`src/rtl/boot_loader.sv`:
```
// Byte-stream boot loader: fills program/data memory from a host byte source
// and holds the core in reset until a RUN command arrives.
module boot_loader #(
  parameter int INST_SIZE       = 16,
  parameter int DATA_SIZE       = 32,
  parameter int PROG_ADDR_WIDTH = 10,
  parameter int DATA_ADDR_WIDTH = 10,
  parameter logic [INST_SIZE-1:0] HALT_WORD = INST_SIZE'(16'hFFFF)
) (
  input  logic                       clock,
  input  logic                       reset,
  input  logic [7:0]                 in_data,
  input  logic                       in_valid,
  output logic                       in_ready,
  output logic                       prog_write,
  output logic [PROG_ADDR_WIDTH-1:0] prog_address,
  output logic [INST_SIZE-1:0]       prog_data,
  output logic                       data_write,
  output logic [DATA_ADDR_WIDTH-1:0] data_address,
  output logic [DATA_SIZE-1:0]       data_data,
  output logic                       core_hold,
  output logic                       error
);

  localparam int BUF_W = (INST_SIZE > DATA_SIZE) ? INST_SIZE : DATA_SIZE;
  localparam int PB    = INST_SIZE / 8;
  localparam int DB    = DATA_SIZE / 8;

  localparam logic [7:0] CMD_PROG  = 8'hA1;
  localparam logic [7:0] CMD_DATA  = 8'hA2;
  localparam logic [7:0] CMD_CLEAR = 8'hA3;
  localparam logic [7:0] CMD_RUN   = 8'hA5;

  typedef enum logic [2:0] {
    S_IDLE,
    S_ADDR_LO,
    S_ADDR_HI,
    S_COUNT,
    S_PAYLOAD,
    S_CLEAR
  } state_t;

  state_t             state, state_d;
  logic               accept;
  logic               is_prog;
  logic [15:0]        addr;
  logic [8:0]         count;
  logic [7:0]         byte_idx;
  logic [7:0]         byte_last;
  logic               last_byte;
  logic [BUF_W-1:0]   buf_q, word_d;

  assign in_ready  = (state != S_CLEAR);
  assign accept    = in_valid && in_ready;
  assign byte_last = is_prog ? 8'(PB - 1) : 8'(DB - 1);
  assign last_byte = (byte_idx == byte_last);

  always_ff @(posedge clock or posedge reset) begin
    if (reset) state <= S_IDLE;
    else       state <= state_d;
  end

  always_comb begin
    state_d = state;
    word_d  = buf_q;
    for (int i = 0; i < BUF_W / 8; i++) begin
      if (byte_idx == 8'(i)) word_d[i*8 +: 8] = in_data;
    end
    case (state)
      S_IDLE: begin
        if (accept) begin
          case (in_data)
            CMD_PROG,
            CMD_DATA:  state_d = S_ADDR_LO;
            CMD_CLEAR: state_d = S_CLEAR;
            default:   state_d = S_IDLE;
          endcase
        end
      end
      S_ADDR_LO: if (accept) state_d = S_ADDR_HI;
      S_ADDR_HI: if (accept) state_d = S_COUNT;
      S_COUNT:   if (accept) state_d = S_PAYLOAD;
      S_PAYLOAD: begin
        if (accept && last_byte && count == 9'd1) state_d = S_IDLE;
      end
      S_CLEAR: if (prog_address == '1) state_d = S_IDLE;
      default: state_d = S_IDLE;
    endcase
  end

  always_ff @(posedge clock or posedge reset) begin
    if (reset) begin
      prog_write   <= 1'b0;
      prog_address <= '0;
      prog_data    <= '0;
      data_write   <= 1'b0;
      data_address <= '0;
      data_data    <= '0;
      core_hold    <= 1'b1;
      error        <= 1'b0;
      is_prog      <= 1'b0;
      addr         <= '0;
      count        <= '0;
      byte_idx     <= '0;
      buf_q        <= '0;
    end else begin
      prog_write <= 1'b0;
      data_write <= 1'b0;
      error      <= 1'b0;
      case (state)
        S_IDLE: begin
          if (accept) begin
            case (in_data)
              CMD_PROG: begin
                is_prog   <= 1'b1;
                core_hold <= 1'b1;
              end
              CMD_DATA: begin
                is_prog   <= 1'b0;
                core_hold <= 1'b1;
              end
              CMD_CLEAR: begin
                core_hold    <= 1'b1;
                prog_write   <= 1'b1;
                prog_address <= '0;
                prog_data    <= HALT_WORD;
              end
              CMD_RUN: core_hold <= 1'b0;
              default: error <= 1'b1;
            endcase
          end
        end
        S_ADDR_LO: if (accept) addr[7:0] <= in_data;
        S_ADDR_HI: if (accept) addr[15:8] <= in_data;
        S_COUNT: begin
          if (accept) begin
            count    <= {in_data == 8'd0, in_data};
            byte_idx <= '0;
          end
        end
        S_PAYLOAD: begin
          if (accept) begin
            buf_q <= word_d;
            if (last_byte) begin
              byte_idx <= '0;
              count    <= count - 9'd1;
              addr     <= addr + 16'd1;
              if (is_prog) begin
                prog_write   <= 1'b1;
                prog_address <= addr[PROG_ADDR_WIDTH-1:0];
                prog_data    <= word_d[INST_SIZE-1:0];
              end else begin
                data_write   <= 1'b1;
                data_address <= addr[DATA_ADDR_WIDTH-1:0];
                data_data    <= word_d[DATA_SIZE-1:0];
              end
            end else begin
              byte_idx <= byte_idx + 8'd1;
            end
          end
        end
        S_CLEAR: begin
          // prog_address doubles as the sweep counter
          if (prog_address != '1) begin
            prog_write   <= 1'b1;
            prog_address <= prog_address + 1'b1;
            prog_data    <= HALT_WORD;
          end
        end
        default: ;
      endcase
    end
  end

endmodule

```
`config.mk`:
```
export PLATFORM = sky130hd
export DESIGN_NAME = boot_loader
export DESIGN_NICKNAME = d
export VERILOG_FILES = /design/src/rtl/boot_loader.sv
export SDC_FILE = /design/constraint.sdc
export NUM_CORES = 1
export LEC_CHECK = 0
export ABC_CLOCK_PERIOD_IN_PS = 6900
export CORE_ASPECT_RATIO = 2
export CORE_UTILIZATION = 40
export CTS_CLUSTER_DIAMETER = 80
export DETAILED_ROUTE_END_ITERATION = 16
export SLEW_MARGIN = 0
export SYNTH_ARGS = -nofsm -noshare
export SYNTH_HDL_FRONTEND = slang
export SYNTH_SLANG_ARGS = --single-unit
```
`constraint.sdc`:
```
create_clock -name clock -period 6.9 [get_ports clock]
set_input_delay 2.07 -clock clock [delete_from_list [all_inputs] [get_ports clock]]
set_output_delay 2.07 -clock clock [all_outputs]
set_load 0.1 [all_outputs]
```
==> results of run 1 <==
-- state kept, by name, indices dropped and copies added (netlist names), 3 cells and up --
register	count
count	9
byte_idx	8
data_data	32
prog_data	16
prog_address	10
addr	10
buf_q	32
state	3
data_address	10
-- Yosys cell counts, types with 4 or more instances --
library cell,n
mux2_2,34
xnor2_1,4
o31ai_1,4
o21ai_0,55
nand4_4,5
clkbuf_1,17
o21ai_1,8
o22ai_1,4
and4_1,5
mux2i_1,34
nand2_1,99
ha_1,8
buf_6,9
a31oi_1,6
nor2_1,19
a22o_1,6
a21oi_1,25
dfrtp_1,134
nor3_1,5
nor2b_1,4
nand4_1,10
inv_1,11
nand3_1,14
buf_2,10
mux2_4,27
xor2_1,10
-- through the flow --
step                hold slack [ns]  utilization, %  cell area, um^2
global route                  0.504            50.3             8390
floorplan                     0.450               -             6810
CTS                           0.485            50.3             8390
detailed placement            0.471            46.3             7730
global placement              0.463            46.3             7730
finish                        0.480            50.3             8390
-- cell families (layout without fill, tap and decap cells) --
kind of cell	count (synthesis)	count (layout)	share of synthesized area [%]
and+or+nand+nor	189	189	15.3
DFF	135	135	49.7
AOI/OAI and AO/OA	128	128	11.2
muxes	96	96	16.8
buffers and inverters	47	131	3.77
xor gates and xnor gates	14	14	1.80
adders and majority gates	8	8	1.47
-- routing by layer --
metal  share of wire, %  global-route usage, %  vias to the layer above  wire [um]
met2                 56                   37.8                      102       9760
met1                 37                   22.4                     2488       6440
met4                3.9                   10.0                        0        682
li1                   -                      -                     2346          -
met5                  0                      0                        -          0
met3                2.4                   4.32                       31        421
-- cell type report --
type	instances	share of cell area (%)
flip-flops and latches	135	40.3
multi-input cells	435	37.9
repair buffers	88	10.4
clock buffers	18	5.24
well taps	207	3.09
clock inverters	14	2.64
inverters	11	0.522
-- worst max-delay path by stage --
| stage | from | end | slack (ns) | depth (start not counted) |
|---|---|---|---|---|
| final | state[1] | in_ready | 1.80 | 3 |
| after global routing | state[1] | in_ready | 1.69 | 3 |
| after CTS | state[1] | in_ready | 1.78 | 3 |
| after detailed placement | in_data[3] | prog_address[3] | 1.81 | 6 |
| after global placement | in_valid | prog_data[0] | 1.88 | 6 |
| after floorplan | reset | addr[0] | 1.22 | 1 |
-- power by group through the flow --
| stage | registers, mW | clock network (mW) | logic, mW |
|---|---|---|---|
| after floorplan | 1.60 | 0 | 0.704 |
| after global placement | 1.22 | 0 | 1.42 |
| after detailed placement | 1.23 | 0 | 1.43 |
| after CTS | 1.22 | 1.03 | 1.44 |
| after global routing | 1.24 | 1.06 | 1.51 |
| final | 1.22 | 1.01 | 1.43 |
-- worst register-to-register path: cells and delay by family, from the launching register on --
family | cells | cell delay, ns
AO/OA/AOI/OAI | 1 | 0.08
AND/OR/NAND/NOR | 4 | 1.31
buffers and inverters | 2 | 1.04
flip-flops | 1 | 0.54
==> flow_summary.toml, run 1 <==
[run]
cap_violations = 0

[setup_path]
ff2ff_setup_slack_ns = 3.80
critPathArrivalTime_ns = 3.03
r2r_cells = 7
slowest_stage = "clkdlybuf4s50_1"
crit_path_start_kind = "register"
rr_endpoint = "data_data[8]"
r2r_start = "state[1]"
path_cells = "nor2b_1, nand2_1, clkdlybuf4s50_1"
path_class = "reg2out"
worstPathRequired_ns = 4.83
worstPathMaxFanout = 13
path_delay_family = "buffers and inverters"
crit_buf_inv = 1
endpoint_kind = "output port"
slowest_delay_ns = 1.08

[finish]
stdcell_count = 908
fillers = 1497
layout-drive-gt1-share_pct = 17.4
n_antenna_cell = 0
layout_commonest_cell = "dfrtp_1"
multi_input_area_mm2 = 0.00318
finalNetCount = 707
final_cell_mix = "134 x dfrtp_1, 99 x nand2_1, 83 x clkdlybuf4s50_1"
area_delta_synth_final_pct = 23.2
seq_area_mm2 = 0.00338

[placed_design]
dp_hpwl_mm = 12.4
gp_congestion = 0.873
place_ws_ns = 1.81
io_buffers = 83
dpl.cell_count = 876

[clock_tree]
cts_hold_buf = 0
cts-root-buf = "clkbuf_16"
cts_resized = 0
clockBufferDepth = 2
clkTransAtPathRegs_ns = 0.06
cts.sinks = 135
cts_tree = "done"
clock_latency_ns = 0.42
cts_buffers = 17
post_cts.repair.setup_buffers = 0
htreeDepth = 4

[global_routing]
grt-ovfl-total = 0
grt_pass1_wl_mm = 27.5
grt_antenna_before_repair = 0
grt_pass1_vias = 4996
grt_usage_pct = 20.9
grt_max_degree = 55

[timing]
min_period_ns = 5.10
setup_tns_ns = 0
worst_slack_ns = 1.80
fmax_mhz = 196
hold_viol = 0
rsz0062_at_grt = "no"
drv_slew = 0
worst_clock_skew_ns = 0.00480
tightest_slew_ns = 1.01
min_period_over_period_pct = 73.9
slew-limit-headroom_pct = 32.4
setup_viol = 0

[floorplanning]
ioPinCount = 84
die_h_um = 186
die_x_um = 94.2
start_util_pct = 40.8
core_mm2 = 0.0167
die_area_mm2 = 0.0176
rows = 67

[worst_hold_path]
min_to = "data_data[16]"
min_from = "data_data[16]"
hold_depth = 2
hold_class = "reg2reg"

[synthesis]
async_flop_share_pct = 100
synth_cell_types = 60
synth-seq-cells = 135
ys_warn_count = 0
ys.flop_type = "dfrtp_1"
synth_top_area_share_pct = 49.3
synthTopCellsByArea = "dfrtp_1 49%, mux2_4 6.0%, mux2_2 5.6%"
synth_top_area_cell = "dfrtp_1"
syn_area_mm2 = 0.00681
syn-instance-count = 617
synth.yosys.seq_area_share_pct = 49.7
synth.net_count = 636
syn_avg_cell_area_um2 = 11.0
synth_edf_count = 0

[power_and_ir_drop]
p_comb_share_pct = 39.0
p_sw_mw = 1.55
pwr-share-clk_pct = 27.7
p_int_mw = 2.11
report.power.total_mw = 3.66
power.share.switching_pct = 42.3
power_density_mw_per_mm2 = 436
seqPwrFrac_pct = 33.2
power.leakage_nw = 3.68
vdd_drop_max_mv = 0.205

[run_status]
outcome = "complete, no violations"

[drt]
wl_per_cell_um = 19.1
vias = 4967
via_per_inst = 5.47
dr.first_iter.drc_count = 274
drcViolationCount = 0
dr.pass1.iters = 5
postRouteAntennaNets = 0
wirelength_mm = 17.3
Power figures use the tool's default switching activity.
==> inputs of run 2 (changes only) <==
--- a/config.mk
+++ b/config.mk
@@ -5,7 +5,7 @@
 export SDC_FILE = /design/constraint.sdc
 export NUM_CORES = 1
 export LEC_CHECK = 0
-export ABC_CLOCK_PERIOD_IN_PS = 6900
+export ABC_CLOCK_PERIOD_IN_PS = 4700
 export CORE_ASPECT_RATIO = 2
 export CORE_UTILIZATION = 40
 export CTS_CLUSTER_DIAMETER = 80
==> constraint.sdc (replaced) <==
create_clock -name clock -period 4.7 [get_ports clock]
set_input_delay 1.41 -clock clock [delete_from_list [all_inputs] [get_ports clock]]
set_output_delay 1.41 -clock clock [all_outputs]
set_load 0.1 [all_outputs]
==> run 2 against run 1 <==
Compared with the run above:
- via count increased by 0.93%
- global-route usage increased by 0.41 points
- final cell count increased by 0.99%
- core utilization decreased by 0.060 points
- combinational power increased by 48%
- sequential cell count unchanged
- sequential power increased by 46%
- setup slack got worse by 0.80 ns
- clock skew increased by 0.0074 ns
- hold slack got worse by 0.0015 ns
- power increased by 42%
- critical path depth unchanged
- critical path type unchanged
- critical endpoint unchanged
==> flow_summary.toml, run 2 (synthesis gave the netlist of run 1 again) <==
[floorplanning]
core_mm2 = 0.0167
die_x_um = 94.2
die_h_um = 186
ioPinCount = 84
start_util_pct = 40.8
die_area_mm2 = 0.0176
rows = 67

[drt]
vias = 5013
wirelength_mm = 17.5
drcViolationCount = 0
via_per_inst = 5.47
wl_per_cell_um = 19.1
dr.pass1.iters = 4
postRouteAntennaNets = 0
dr.first_iter.drc_count = 223

[power_and_ir_drop]
power.share.switching_pct = 44.2
power.leakage_nw = 3.69
p_int_mw = 2.90
vdd_drop_max_mv = 0.296
pwr-share-clk_pct = 25.1
power_density_mw_per_mm2 = 622
seqPwrFrac_pct = 34.2
report.power.total_mw = 5.21
p_comb_share_pct = 40.6
p_sw_mw = 2.30

[global_routing]
grt-ovfl-total = 0
grt_usage_pct = 21.3
grt_pass1_vias = 5109
grt_max_degree = 136
grt_antenna_before_repair = 0
grt_pass1_wl_mm = 28.0

[clock_tree]
cts_buffers = 17
cts-root-buf = "clkbuf_16"
cts_tree = "done"
post_cts.repair.setup_buffers = 0
clock_latency_ns = 0.42
cts_hold_buf = 0
htreeDepth = 4
clkTransAtPathRegs_ns = 0.06
cts_resized = 0
clockBufferDepth = 2
cts.sinks = 135

[timing]
min_period_ns = 3.70
min_period_over_period_pct = 78.6
fmax_mhz = 271
drv_slew = 0
setup_viol = 0
hold_viol = 0
tightest_slew_ns = 1.01
fin_hold_ws_ns = 0.478
worst_clock_skew_ns = 0.0122
slew-limit-headroom_pct = 32.4
setup_tns_ns = 0
rsz0062_at_grt = "no"

[finish]
final_cell_mix = "134 x dfrtp_1, 99 x nand2_1, 82 x clkdlybuf4s50_1"
layout-drive-gt1-share_pct = 18.5
reg_top3 = "buf_q: 32 flops, data_data: 32 flops, prog_data: 16 flops"
area_delta_synth_final_pct = 23.1
finalNetCount = 716
layout_commonest_cell = "dfrtp_1"
fillers = 1502
n_antenna_cell = 0
final_area_mm2 = 0.00838

[setup_path]
critPathArrivalTime_ns = 2.29
worstPathRequired_ns = 3.29
rr_endpoint = "data_data[9]"
r2r_start = "byte_idx[4]"
r2r_cells = 6
endpoint_kind = "output port"
endpoint = "in_ready"
crit_path_start_kind = "register"
ff2ff_setup_slack_ns = 1.77
path_class = "reg2out"
worstPathMaxFanout = 13
critPathLaunch = "state[1]"

[run_status]
outcome = "complete, no violations"

[worst_hold_path]
hold_class = "reg2reg"

[placed_design]
dp_hpwl_mm = 12.4
dpl_cell_area_mm2 = 0.00780
gp_congestion = 0.843
io_buffers = 83

[run]
cap_violations = 0
-- run 2: layout make-up --
type	count	area [um^2]	share of cell area, %
flip-flops and latches	135	3380	40.3
multi-input cells	435	3170	37.8
well taps	207	259	3.09
clock inverters	14	139	1.66
clock buffers	18	439	5.24
repair buffers	97	946	11.3
inverters	11	45.0	0.538
-- run 2: worst min path at each step --
stage                             start       endpoint  slack (ns)  cells after the start
after detailed placement   data_data[5]   data_data[5]        0.47                      2
after global routing       data_data[8]   data_data[8]        0.51                      2
final                     data_data[16]  data_data[16]        0.48                      2
after CTS                  data_data[5]   data_data[5]        0.49                      2
after global placement        buf_q[16]      buf_q[16]        0.46                      2
after floorplan                buf_q[0]       buf_q[0]        0.45                      2
-- run 2: power by group through the flow --
stage | Clock (mW) | Sequential, mW | Combinational [mW]
4_1_cts | 1.34 | 1.79 | 2.13
5_1_grt | 1.38 | 1.82 | 2.24
3_5_place_dp | 0 | 1.81 | 2.12
2_1_floorplan | 0 | 2.35 | 1.03
3_3_place_gp | 0 | 1.79 | 2.09
6_report | 1.31 | 1.78 | 2.11
-- run 2: metrics by stage --
step / std cells / worst slack (ns) / utilization, %
3_5_place_dp: 885 / 0.711 / 46.8
4_1_cts: 917 / 0.990 / 50.2
3_3_place_gp: 885 / 0.842 / 46.8
2_1_floorplan: 617 / 1.61 / -
6_report: 917 / 1.00 / 50.2
5_1_grt: 917 / 0.856 / 50.2
-- run 2: worst max-delay path, cell delays in order (launching register included) --
cell and delay, ns:
dfrtp_1 0.54, nor2b_1 0.56, nand2_1 0.40, buf_4 0.35
-- run 2: routing by layer --
layer,share of wire [%],vias to the layer above,GRT usage [%]
met2,57,112,39.0
met1,37,2512,22.9
li1,-,2366,-
met4,3.4,0,10.0
met5,0,-,0
met3,2.7,23,3.75
==> inputs of run 3 (changes only) <==
--- a/config.mk
+++ b/config.mk
@@ -5,7 +5,7 @@
 export SDC_FILE = /design/constraint.sdc
 export NUM_CORES = 1
 export LEC_CHECK = 0
-export ABC_CLOCK_PERIOD_IN_PS = 4700
+export ABC_CLOCK_PERIOD_IN_PS = 3300
 export CORE_ASPECT_RATIO = 2
 export CORE_UTILIZATION = 40
 export CTS_CLUSTER_DIAMETER = 80
==> constraint.sdc (replaced) <==
create_clock -name clock -period 3.3 [get_ports clock]
set_input_delay 0.99 -clock clock [delete_from_list [all_inputs] [get_ports clock]]
set_output_delay 0.99 -clock clock [all_outputs]
set_load 0.1 [all_outputs]
==> run 3 against run 2 <==
Compared with the run above:
- final cell count is 1.1% higher
- global-route usage grew 0.55 points
- setup slack worse by 0.40 ns
- sequential cell count did not move
- routed wire length is 1.2% higher
- die area stayed put
- largest cell class unchanged
- largest power group unchanged
==> flow_summary.toml, run 3 (synthesis gave the netlist of run 1 again) <==
[drt]
wl_met1_mm = 6.35
dr.pass1.iters = 5
wl_per_cell_um = 19.1
wirelength_mm = 17.8
vias = 5073
dr_wl_met2_mm = 9.87
via_per_inst = 5.47
top_layer_used = "met4"
postRouteAntennaNets = 0
drcViolationCount = 0
met3_length_um = 632
dr.first_iter.drc_count = 261

[timing]
min_period_over_period_pct = 81.6
setup_tns_ns = 0
hold_viol = 0
min_period_ns = 2.69
drv_slew = 0
rsz0062_at_grt = "no"
tightest_slew_ns = 0.722
fin_hold_ws_ns = 0.479
fmax_mhz = 371
slew-limit-headroom_pct = 51.8
setup_viol = 0
worst_clock_skew_ns = 0.00921

[finish]
final_cell_mix = "134 x dfrtp_1, 99 x nand2_1, 93 x buf_4"
finalNetCount = 726
n_antenna_cell = 0
reg_top3 = "buf_q: 32 flops, data_data: 32 flops, prog_data: 16 flops"
finish.utilization_pct = 50.3
fillers = 1533
layout_commonest_cell = "dfrtp_1"
area_delta_synth_final_pct = 23.4
layout-drive-gt1-share_pct = 29.4

[floorplanning]
rows = 67
ioPinCount = 84
die_area_mm2 = 0.0176
start_util_pct = 40.8
die_h_um = 186
die_x_um = 94.2
core_mm2 = 0.0167

[run]
cap_violations = 0

[global_routing]
grt_pass1_vias = 5286
grt_max_degree = 136
grt-ovfl-total = 0
grt_antenna_before_repair = 0
grt_pass1_wl_mm = 28.7
grt_usage_pct = 21.9

[setup_path]
crit_path_start_kind = "primary input"
critPathArrivalTime_ns = 3.00
r2r_cells = 6
path_cells = "clkdlybuf4s50_1, or3_4, nor4_4, mux2i_2, nor2_4, buf_12, mux2_2"
worstPathRequired_ns = 3.60
endpoint_kind = "register"
critical_path_cell_count = 7
crit_buf_inv = 2
rr_endpoint = "data_data[23]"
slowest_stage = "or3_4"
slowest_delay_ns = 0.43
path_delay_family = "simple AND/OR/NAND/NOR gates"
ff2ff_setup_slack_ns = 0.81
path_class = "in2reg"
worstPathMaxFanout = 19
endpoint = "prog_address[3]"
r2r_start = "byte_idx[5]"
critPathLaunch = "in_data[4]"

[worst_hold_path]
hold_class = "reg2reg"
min_from = "data_data[20]"

[clock_tree]
cts_resized = 0
cts_buffers = 17
cts.sinks = 135
htreeDepth = 4
post_cts.repair.setup_buffers = 0
cts_hold_buf = 0
clkTransAtPathRegs_ns = 0.06
clock_latency_ns = 0.42
clockBufferDepth = 2
cts-root-buf = "clkbuf_16"
cts_tree = "done"

[placed_design]
dp_hpwl_mm = 12.7
io_buffers = 83
gp_congestion = 0.888

[power_and_ir_drop]
power_density_mw_per_mm2 = 914
vdd_drop_max_mv = 0.412
power.leakage_nw = 3.92

[run_status]
outcome = "complete, no violations"
run 3: changes by cell type in the layout (fill, tap and decap cells not counted), sizes merged, moves of 2 or more:
cell and change:
clkbuf +3, buf +82, clkdlybuf4s50 -72, inv -6, bufinv +4, clkinvlp -2
run 3: worst min path at each step:
stage / endpoint / cells past startpoint
6_report: data_data[20] / 2
5_1_grt: data_data[20] / 2
4_1_cts: buf_q[8] / 2
3_5_place_dp: buf_q[8] / 2
3_3_place_gp: buf_q[24] / 2
2_1_floorplan: buf_q[0] / 2
run 3: power by group:
part / switching [mW] / total [mW] / internal [mW]
Clock: 0.726 / 2.13 / 1.40
Combinational: 2.02 / 3.00 / 0.977
Sequential: 0.473 / 2.55 / 2.08
Total: 3.22 / 7.67 / 4.46
run 3: final cells by class:
type,instances,area (um^2),share of cell area (%)
Inverter,11,45.0,0.536
Clock inverter,11,194,2.31
Multi-Input combinational cell,435,3170,37.8
Clock buffer,21,470,5.60
Sequential cell,135,3380,40.2
Timing Repair Buffer,107,878,10.5
Tap cell,207,259,3.08
run 3: through the flow:
stage | instance area, um^2 | power [mW] | setup WS [ns] | cells
6_report | 8400 | 7.67 | 0.606 | 927
5_1_grt | 8400 | 8.05 | 0.529 | 927
4_1_cts | 8400 | 7.73 | 0.600 | 927
2_1_floorplan | 6810 | 4.81 | 0.632 | 617
3_3_place_gp | 7730 | 5.52 | 0.216 | 895
3_5_place_dp | 7730 | 5.58 | 0.163 | 895
run 3: worst register-to-register path: cells and delay by family, from the launching register on:
| kind | cells | cell delay (ns) |
|---|---|---|
| AND/OR/NAND/NOR | 3 | 1.29 |
| flip-flops | 1 | 0.43 |
| multiplexers | 1 | 0.32 |
| buffers and inverters | 1 | 0.19 |
| AO/OA/AOI/OAI | 1 | 0.12 |
run 3: layer usage:
| layer | GRT usage (%) | up-vias |
|---|---|---|
| met1 | 22.8 | 2526 |
| met5 | 0 | - |
| li1 | - | 2376 |
| met3 | 3.50 | 39 |
| met4 | 13.7 | 0 |
| met2 | 39.4 | 132 |
